**config.mk**
```make
export PLATFORM = sky130hd
export DESIGN_NAME = ex_alu_rs
export DESIGN_NICKNAME = d
export VERILOG_FILES = /design/src/rtl/ex_alu_rs_pkg.sv /design/src/rtl/ex_alu_rs_pick.sv /design/src/rtl/ex_alu_rs.sv
export SDC_FILE = /design/constraint.sdc
export NUM_CORES = 2
export LEC_CHECK = 0
export ABC_AREA = 1
export CORE_ASPECT_RATIO = 1.75
export CORE_MARGIN = 8
export CORE_UTILIZATION = 25
export CTS_BUF_LIST = sky130_fd_sc_hd__clkbuf_8 sky130_fd_sc_hd__clkbuf_16
export CTS_CLUSTER_DIAMETER = 50
export CTS_CLUSTER_SIZE = 16
export DETAILED_ROUTE_END_ITERATION = 8
export PLACE_DENSITY = 0.44
export SYNTH_ARGS = -nofsm -noshare
export SYNTH_HDL_FRONTEND = slang
export SYNTH_SLANG_ARGS = --single-unit
```
**constraint.sdc**
```tcl
create_clock -name clk -period 7.3 [get_ports clk]
set_clock_uncertainty 0.2 [all_clocks]
set_input_delay 1.46 -clock clk [delete_from_list [all_inputs] [get_ports clk]]
set_output_delay 1.46 -clock clk [all_outputs]
set_load 0.005 [all_outputs]
```
**src/rtl/ex_alu_rs_pkg.sv**
```systemverilog
// Shared machine types for the ALU reservation station: operand words, register
// tags, instruction encodings and the stored station entry.
package ex_alu_rs_pkg;

  typedef logic [31:0] word_t;
  typedef logic [31:0] addr_t;
  typedef logic [3:0]  regtag_t;
  typedef logic [4:0]  regaddr_t;

  // A tag equal to UNLOCKED means the accompanying data word is valid.
  localparam regtag_t UNLOCKED = 4'd0;

  typedef enum logic [3:0] {
    OP_ADD = 4'd0,
    OP_SUB = 4'd1,
    OP_AND = 4'd2,
    OP_OR  = 4'd3,
    OP_XOR = 4'd4,
    OP_SLL = 4'd5,
    OP_SRL = 4'd6,
    OP_SLT = 4'd7,
    OP_JMP = 4'd8
  } sinst_t;

  typedef struct packed {
    sinst_t   op;
    addr_t    pc;
    regaddr_t target;
    regtag_t  tagx;
    regtag_t  tagy;
    word_t    datax;
    word_t    datay;
  } rs_entry_t;

  // Capture a broadcast result into any operand still waiting on that tag.
  function automatic rs_entry_t rs_wake(rs_entry_t e, logic cv, regtag_t ct, word_t cd);
    rs_entry_t r;
    r = e;
    if (cv && (ct != UNLOCKED)) begin
      if (e.tagx == ct) begin
        r.tagx  = UNLOCKED;
        r.datax = cd;
      end
      if (e.tagy == ct) begin
        r.tagy  = UNLOCKED;
        r.datay = cd;
      end
    end
    return r;
  endfunction

endpackage

```
**src/rtl/ex_alu_rs_pick.sv**
```systemverilog
// Oldest-ready selector: the lowest-numbered ready slot wins, since slot 0 holds
// the oldest entry.
module ex_alu_rs_pick #(
  parameter  int DEPTH = 4,
  localparam int IW    = $clog2(DEPTH)
) (
  input  logic [DEPTH-1:0] ready_i,
  output logic [DEPTH-1:0] grant_o,
  output logic [IW-1:0]    idx_o
);

  always_comb begin
    grant_o = '0;
    idx_o   = '0;
    // Scan downward so the last hit, the oldest, is the one that sticks.
    for (int i = DEPTH - 1; i >= 0; i--) begin
      if (ready_i[i]) begin
        grant_o    = '0;
        grant_o[i] = 1'b1;
        idx_o      = IW'(i);
      end
    end
  end

endmodule

```
**src/rtl/ex_alu_rs.sv**
```systemverilog
// In-order-by-age reservation station feeding ex_alu: dispatch, CDB wakeup,
// oldest-ready issue into a registered issue slot, flush on jump redirect.
module ex_alu_rs
  import ex_alu_rs_pkg::*;
#(
  parameter  int DEPTH = 4,
  localparam int CW    = $clog2(DEPTH + 1),
  localparam int IW    = $clog2(DEPTH)
) (
  input  logic          clk,
  input  logic          rst,
  input  logic          disp_valid_in,
  output logic          disp_ready_out,
  input  sinst_t        disp_op_in,
  input  addr_t         disp_pc_in,
  input  regaddr_t      disp_target_in,
  input  regtag_t       disp_tagx_in,
  input  regtag_t       disp_tagy_in,
  input  word_t         disp_datax_in,
  input  word_t         disp_datay_in,
  input  logic          cdb_valid_in,
  input  regtag_t       cdb_tag_in,
  input  word_t         cdb_data_in,
  input  logic          flush_in,
  output logic          issue_valid_out,
  output sinst_t        issue_op_out,
  output addr_t         issue_pc_out,
  output word_t         issue_datax_out,
  output word_t         issue_datay_out,
  output regaddr_t      issue_target_out,
  input  logic          issue_ready_in,
  output logic [CW-1:0] count_out
);

  rs_entry_t       ent_q [DEPTH];
  rs_entry_t       ent_d [DEPTH];
  rs_entry_t       issue_q, issue_d;
  logic            issue_valid_q, issue_valid_d;
  logic [CW-1:0]   cnt_q, cnt_d;

  logic [DEPTH-1:0] ready_vec;
  logic [DEPTH-1:0] pick_grant;
  logic [IW-1:0]    pick_idx;
  logic             pick_any;
  logic             issue_free, take, bypass, disp_fire, disp_store;
  logic [CW-1:0]    fill_idx;
  rs_entry_t        disp_raw, disp_e;

  genvar gi;
  generate
    for (gi = 0; gi < DEPTH; gi++) begin : g_ready
      assign ready_vec[gi] = (CW'(gi) < cnt_q) && (ent_q[gi].tagx == UNLOCKED)
                             && (ent_q[gi].tagy == UNLOCKED);
    end
  endgenerate

  ex_alu_rs_pick #(.DEPTH(DEPTH)) u_pick (
    .ready_i (ready_vec),
    .grant_o (pick_grant),
    .idx_o   (pick_idx)
  );

  assign pick_any       = |pick_grant;
  assign issue_free     = !issue_valid_q || issue_ready_in;
  assign disp_ready_out = (cnt_q < CW'(DEPTH)) && !flush_in;
  assign disp_fire      = disp_valid_in && disp_ready_out;
  assign take           = issue_free && pick_any;
  // A dispatch that arrives fully ready skips the queue when nothing older is waiting.
  assign bypass         = issue_free && !pick_any && disp_fire
                          && (disp_tagx_in == UNLOCKED) && (disp_tagy_in == UNLOCKED);
  assign disp_store     = disp_fire && !bypass;
  assign fill_idx       = cnt_q - CW'(take);

  assign disp_raw = '{op: disp_op_in, pc: disp_pc_in, target: disp_target_in,
                      tagx: disp_tagx_in, tagy: disp_tagy_in,
                      datax: disp_datax_in, datay: disp_datay_in};
  assign disp_e   = rs_wake(disp_raw, cdb_valid_in, cdb_tag_in, cdb_data_in);

  generate
    for (gi = 0; gi < DEPTH; gi++) begin : g_slot
      rs_entry_t src;
      if (gi < DEPTH - 1) begin : g_mid
        logic shift_w;
        assign shift_w = |pick_grant[gi:0];
        assign src     = (take && shift_w) ? ent_q[gi+1] : ent_q[gi];
      end else begin : g_last
        assign src = ent_q[gi];
      end
      assign ent_d[gi] = (disp_store && (fill_idx == CW'(gi))) ? disp_e
                         : rs_wake(src, cdb_valid_in, cdb_tag_in, cdb_data_in);
    end
  endgenerate

  always_comb begin
    issue_d       = issue_q;
    issue_valid_d = issue_valid_q;
    if (issue_free) begin
      issue_valid_d = take || bypass;
      if (take) begin
        issue_d = ent_q[pick_idx];
      end else if (bypass) begin
        issue_d = disp_e;
      end
    end
    cnt_d = cnt_q - CW'(take) + CW'(disp_store);
  end

  always_ff @(posedge clk) begin
    if (rst) begin
      cnt_q         <= '0;
      issue_valid_q <= 1'b0;
      issue_q       <= '0;
    end else if (flush_in) begin
      cnt_q         <= '0;
      issue_valid_q <= 1'b0;
    end else begin
      cnt_q         <= cnt_d;
      issue_valid_q <= issue_valid_d;
      issue_q       <= issue_d;
    end
  end

  // Slot contents beyond cnt_q are don't-care, so the storage needs no reset.
  always_ff @(posedge clk) begin
    ent_q <= ent_d;
  end

  assign issue_valid_out  = issue_valid_q;
  assign issue_op_out     = issue_q.op;
  assign issue_pc_out     = issue_q.pc;
  assign issue_datax_out  = issue_q.datax;
  assign issue_datay_out  = issue_q.datay;
  assign issue_target_out = issue_q.target;
  assign count_out        = cnt_q;

endmodule

```
==> impl_metrics.env <==
export IMPL_syn_inst=4656
export IMPL_synth_compound_area_share_pct=11.7
export IMPL_timing_rr_start="count_out[2]"
export IMPL_final_common_cell="nand2_1"
export IMPL_rrSetupSlack_ns=2.82
export IMPL_worstSkewPairLatency_ns=0.67
export IMPL_r2r_end="ent_q[256]"
export IMPL_start_kind="input port"
export IMPL_arrival_ns=5.15
export IMPL_place_area_mm2=0.0358
export IMPL_drtPass1Iterations=6
export IMPL_path_common_cell="nand2_1"
export IMPL_vdd_drop_max_uv=151
export IMPL_final_hold_violation_count=0
export IMPL_slew_headroom_pct=26.4
export IMPL_layout_drive_gt1_share_pct=5.69
export IMPL_fmax_ghz=0.206
export IMPL_synthXorXnorAreaFrac_pct=0.467
export IMPL_drtAntennaViolNets=0
export IMPL_synth_edf_count=236
export IMPL_synthAdderAreaFrac_pct=0.157
export IMPL_path_cells="clkdlybuf4s50_1 > nor2_2 > inv_2 > nand2_4 > inv_2 > nand2_1 > nand2_1 > nand2_1 > a21oi_4 > buf_4 > nand2_2 > nand3b_1 > o21ai_1"
export IMPL_worstSetupStartpoint="issue_ready_in"
export IMPL_whs_path_depth=2
export IMPL_cp_end_kind="register"
export IMPL_r2r_cells=15
export IMPL_fp_dieW_um=286
export IMPL_htreeDepth=3
export IMPL_syn_num_nets=4815
export IMPL_ys_types=41
export IMPL_rows=173
export IMPL_timing_final_crit_share_pct=66.5
export IMPL_dieArea_mm2=0.140
export IMPL_synth_top_family_by_area="simple AND/OR/NAND/NOR gates"
export IMPL_holdWs_ns=0.264
export IMPL_ys_seq_area_share_pct=42.6
export IMPL_die_y_um=488
export IMPL_first_global_vias=30400
export IMPL_synth_ff_latch_count=561
export IMPL_outcome="finished, final reports clean"
export IMPL_p_per_area_mw_per_mm2=283
export IMPL_clockBufferDepth=3
export IMPL_grt_max_degree=107
export IMPL_slew_violations=0
export IMPL_crit_fanout=76
export IMPL_ctsHoldBuffers=0
export IMPL_synth_mux_area_share_pct=0.283
export IMPL_dpl_hpwl_um=85300
export IMPL_ctsResizeCount=0
export IMPL_grt_pass1_wl_um=202000
export IMPL_min_path_type="register to register"
export IMPL_holdPathEnd="issue_datax_out[13]"
export IMPL_fp_coreArea_mm2=0.127
export IMPL_layout_common_cells="1824 x nand2_1, 752 x nand3_1, 376 x inv_1"
export IMPL_initial_core_util_pct=25.1
export IMPL_grt_usage_pct=18.9
export IMPL_wirelength_um=136000
export IMPL_p_leak_nw=16.8
export IMPL_place_congestion=0.797
export IMPL_cp_slowest_cell="nand2_2"
export IMPL_drtIter0Drc=2394
export IMPL_grt_overflow=0
export IMPL_nets=4882
export IMPL_setup_viol_count_final=0
export IMPL_synth_simple_area_share_pct=35.1
export IMPL_rsz0062_at_grt="no"
export IMPL_synthArstFlopShare_pct=0
export IMPL_antenna_found_initial=4
export IMPL_yosys_most_used_dff="dfxtp_1"
export IMPL_via_per_inst=4.84
export IMPL_hp_start="issue_datax_out[13]"
export IMPL_route_detailed_drc=0
export IMPL_portBuffers=264
export IMPL_postLayoutCellArea_mm2=0.0383
export IMPL_cts_tree="built"
export IMPL_period_needed_ns=4.86
export IMPL_final_setup_tns_ns=0
export IMPL_max_stage_delay_ns=0.74
export IMPL_clkTransAtPathRegs_ns=0.06
export IMPL_via_count=31200
export IMPL_cts_buffers=70
export IMPL_numClockSinks=561
export IMPL_synthToLayoutAreaGrowth_pct=20.0
export IMPL_postSynthAreaPerCell_um2=6.85
export IMPL_critPathKind="input port to register"
export IMPL_maxCapViolCount=0
export IMPL_yosysWarnings=0
export IMPL_tightest_slew_ns=1.10
export IMPL_ios=265
export IMPL_netlist_area_mm2=0.0319
export IMPL_root_buffer="clkbuf_16"
export IMPL_cp_required_ns=7.60
export IMPL_wire_per_inst_um=21.2
export IMPL_cts_setup_buffers=0
## synthesized netlist by cell type, types with 10 or more instances
cell      number  share of area, %
nand3_1      752                12
dfxtp_1      325                20
buf_2        189               3.0
o211ai_1     105               2.5
nand2_1     1831                22
nand2_2       10              0.20
o21ai_0      339               5.3
inv_2         30              0.35
edfxtp_1     236                22
a21oi_1      113               1.8
nor2_1        36              0.42
buf_1         23              0.27
inv_1        372               4.4
clkbuf_1     115               1.4
o21a_1        65               1.5
o21ai_1       22              0.35
## sequential cells by signal, summed over array words and instances (netlist names)
name,count
issue_pc_out,32
issue_datax_out,32
count_out,3
issue_op_out,4
issue_datay_out,32
ent_q,452
issue_valid_out,1
issue_target_out,5
## per-stage QoR
stage               utilization, %  power [mW]  setup WS (ns)  std cells
global placement              28.2        7.00           1.85       6313
CTS                           30.2        10.9           2.43       6443
floorplan                        -        6.20          0.634       4656
finish                        30.2        10.8           2.44       6445
global route                  30.2        11.5           2.15       6444
detailed placement            28.2        7.02           1.73       6313
## power by group
part	total, mW	switching, mW	leakage [nW]	internal [mW]
Sequential	4.19	0.328	4.91	3.86
Clock	3.85	1.67	1.22	2.18
Combinational	2.78	1.78	10.7	1.00
## worst max-delay path: cells and delay by family
family / cells / cell delay (ns)
AO/OA/AOI/OAI: 2 / 0.22
buffers and inverters: 4 / 1.48
AND/OR/NAND/NOR: 7 / 1.95
## logic make-up (layout without fill, tap and decap cells)
family	count (synthesis)	after routing
AND/OR/NAND/NOR	2674	2674
buffers and inverters	738	863
AO/OA/AOI/OAI	653	653
flip-flops	561	561
XOR/XNOR	17	17
multiplexers	9	9
adder cells (fa/ha/maj)	4	4
other	0	2
## worst max-delay path by stage
| stage | endpoint | slack (ns) |
|---|---|---|
| final | ent_q[293] | 2.44 |
| after global routing | ent_q[293] | 2.15 |
| after CTS | ent_q[293] | 2.43 |
| after detailed placement | ent_q[293] | 1.73 |
| after global placement | ent_q[292] | 1.85 |
| after floorplan | ent_q[32] | 0.63 |
## metal layers
| metal | global-route usage [%] | wire [um] | vias to the layer above |
|---|---|---|---|
| li1 | - | - | 15300 |
| met2 | 33.9 | 68600 | 870 |
| met3 | 2.65 | 6910 | 186 |
| met5 | 0 | 27 | - |
| met1 | 23.1 | 57600 | 14800 |
| met4 | 6.02 | 3420 | 4 |
## layout make-up
type / count / area [um^2]
diodes: 2 / 5.00
clock buffers: 73 / 1800
clock inverters: 57 / 698
fillers: 14000 / 88600
inverters: 402 / 1520
multi-input cells: 3357 / 15300
flip-flops and latches: 561 / 13600
well taps: 1662 / 2080
repair buffers: 331 / 3220
(Power assumes the default switching activity.)
==> RTL change (same flow settings) <==
Register the input `disp_target_in` before use. The logic sees it one clock later. The other inputs are not delayed to match.
--- a/src/rtl/ex_alu_rs.sv
+++ b/src/rtl/ex_alu_rs.sv
@@ -33,2 +33,8 @@
 );
+
+  regaddr_t disp_target_q;
+
+  always_ff @(posedge clk) begin
+    disp_target_q <= disp_target_in;
+  end
 
@@ -73,3 +79,3 @@
 
-  assign disp_raw = '{op: disp_op_in, pc: disp_pc_in, target: disp_target_in,
+  assign disp_raw = '{op: disp_op_in, pc: disp_pc_in, target: disp_target_q,
                       tagx: disp_tagx_in, tagy: disp_tagy_in,
Check against the original RTL: not equivalent (a bounded check fails within 4 cycles, from zero or initial values and one cycle with rst high).
==> RTL change against the original RTL <==
Synthesized area rose by 0.31%; cell count barely moved; design area rose by 0.13%; total power barely moved; largest cell class unchanged; register-to-register slack got worse by 0.05 ns; count of clock-buffer cells in the layout rose by 4; wire length rose by 3.1%; setup slack improved by 0.087 ns; sequential cell count rose by 5.
==> RTL change: results (changes against the original RTL) <==
Run status
  • Status: complete, no violations

Logic synthesis
  • Compound-gate portion of the synthesized area: 11.70% (-0.037 points)
  • Async set or reset register ratio after synthesis: 0% (unchanged)
  • Yosys Warn Count: 0 (unchanged)
  • Syn_nets: 4820 (+0.10%)
  • Post-synth top cells: 1831 x nand2_1, 752 x nand3_1, 372 x inv_1
  • Cell variety after synth: 41 (unchanged)
  • Number of enable flip-flop cells after synthesis: 236 (unchanged)
  • Post-Synth XOR/XNOR Area: 0.4655% (-0.0015 points)
  • Post-synth top flop: dfxtp_1
  • Most area-consuming cells after synthesis: edfxtp_1 22%, nand2_1 21%, dfxtp_1 21%, nand3_1 12%, o21ai_0 5.3%
  • Multiplexer share of the synthesized area: 0.2817% (-0.00088 points)
  • Post-synthesis adder-cell area fraction: 0.1565% (-0.00049 points)
  • Sequential area share after synthesis: 42.81% (+0.18 points)

Clock network
  • Clock transition at path regs: 0.06 ns (about the same)
  • Setup bufs post-CTS: 0 (unchanged)
  • CTS max path bufs: 3 (unchanged)
  • CTS buffer count: 72 (+2.9%)
  • H-tree depth: 3 (unchanged)
  • CTS-repair resized insts: 0 (unchanged)
  • Clock root cell: clkbuf_16
  • Worst-Skew Late Latency: 0.67 ns (about the same)

Placement
  • Post-DP HPWL: 84.29 mm (-1.2%)
  • Port Buffers: 264 (unchanged)
  • Gpl congestion: 0.7915 (-0.64%)

Hold path
  • Hold Crit Depth: 2 (unchanged)
  • Worst hold path endpoint: issue_datax_out[22]
  • Hold_sp: issue_datax_out[22]
  • Worst min path class: reg2reg

Detailed routing
  • Drt first pass iters: 5 (-1)
  • WL per Instance: 21.83 µm (+3.1%)
  • DRC: 0 (unchanged)
  • DRT iter0 DRCs: 2186 (-8.7%)
  • DR vias/cell: 4.894 (+1.1%)

Finish
  • Final-stage net count: 4883 (+0.020%)
  • Share of post-route cells with drive strength above 1: 5.561% (-0.13 points)
  • Top reg by flops: ent_q
  • Fillers: 13940 (-0.20%)
  • Max FFs per register: 452 (unchanged)

GRT
  • All-Layer GR Usage: 19.53% (+0.62 points)
  • Vias in the first global route: 31290 (+2.9%)
  • First-pass GRT wire length: 207.6 mm (+2.5%)
  • Largest net degree at the start of global routing: 138 (+29%)
  • Initial antenna violation count: 3 (-1)

Setup path
  • Worst r2r path cells: 13 (-2)
  • CP max FO: 78 (+2.6%)
  • R2R Path Start: count_out[2]
  • Crit path max-delay family: simple AND/OR/NAND/NOR gates
  • CP max stage cell: nand2_2
  • Largest stage delay, worst path: 0.54 ns (-0.20 ns)
  • Crit path DAT: 4.86 ns (-0.29 ns)
  • Reg2Reg Setup Slack: 2.77 ns (-0.05 ns)
  • R2R Path End: ent_q[196]

Job
  • MaxCap Viol Count: 0 (unchanged)

Timing
  • Slew HR: 25.90% (-0.51 points)

Pwr
  • VDD IR max: 0.1983 mV (+32%)
  • Leakage: 16.83 nW (+0.17%)
RTL change: cell types whose count changed in the layout (fill, tap and decap cells not counted), moves of 3 or more:
| cell | delta |
|---|---|
| buf_4 | -6 |
| bufinv_16 | -6 |
| clkbuf_16 | +5 |
| dfxtp_1 | +5 |
| inv_1 | +5 |
| clkinv_8 | +4 |
| clkinvlp_4 | -4 |
| clkinv_4 | +3 |
| inv_6 | +3 |
RTL change: final cells by class:
cell class | instances | share of cell area (%)
timing repair buffer | 325 | 8.281
sequential | 566 | 35.74
multi-input combinational | 3357 | 40.03
tap | 1662 | 5.427
clock buffer | 77 | 4.999
inverter | 402 | 3.987
antenna | 3 | 0.01959
clock inverter | 56 | 1.522
RTL change: through the flow:
stage	hold WS (ns)	area (µm²)	instances	util [%]	setup WS, ns
after global placement	0.2445	35810	6312	28.18	1.842
after global routing	0.2749	38310	6446	30.15	2.350
final	0.2630	38320	6448	30.16	2.531
after floorplan	0.2307	31980	4661	-	0.6342
after detailed placement	0.2547	35810	6312	28.18	1.797
after CTS	0.2643	38310	6445	30.15	2.540
RTL change: worst max-delay path by stage:
| stage | startpoint | cells past startpoint | to |
|---|---|---|---|
| after CTS | cdb_tag_in[2] | 9 | ent_q[4] |
| after global placement | cdb_tag_in[2] | 9 | ent_q[4] |
| after floorplan | cdb_tag_in[3] | 6 | ent_q[32] |
| after global routing | issue_ready_in | 10 | ent_q[197] |
| final | issue_ready_in | 10 | ent_q[196] |
| after detailed placement | cdb_tag_in[2] | 9 | ent_q[4] |
RTL change: kinds of logic after synthesis:
family / after synthesis
and+or+nand+nor: 2674
buffers and inverters: 738
AOI/OAI and AO/OA: 653
DFF: 566
xor gates and xnor gates: 17
muxes: 9
adders and majority gates: 4
RTL change: worst register-to-register path, cell delays in order (launching register included):
cell	delay (ns)
dfxtp_1	0.44
a21oi_1	0.26
nor2_1	0.09
nand2_1	0.21
nand2_2	0.11
nor2_4	0.12
nor2_4	0.04
ha_1	0.18
ha_1	0.18
xor2_1	0.17
nor3_1	0.47
nand2_8	0.47
nand2_2	0.65
buf_4	0.53
RTL change: power by group:
group | total [W] | switching [W] | internal, W
Sequential | 0.00423 | 0.000335 | 0.00389
Clock | 0.00380 | 0.00172 | 0.00209
Combinational | 0.00278 | 0.00178 | 0.00100
Total | 0.0108 | 0.00383 | 0.00698
RTL change: routing by layer:
layer	global-route usage (%)	wire [µm]	up-vias
met5	0	0	-
met4	6.782	3938	0
met3	2.625	7250	224
met2	35.23	70400	1006
met1	23.59	59150	15009
li1	-	-	15318
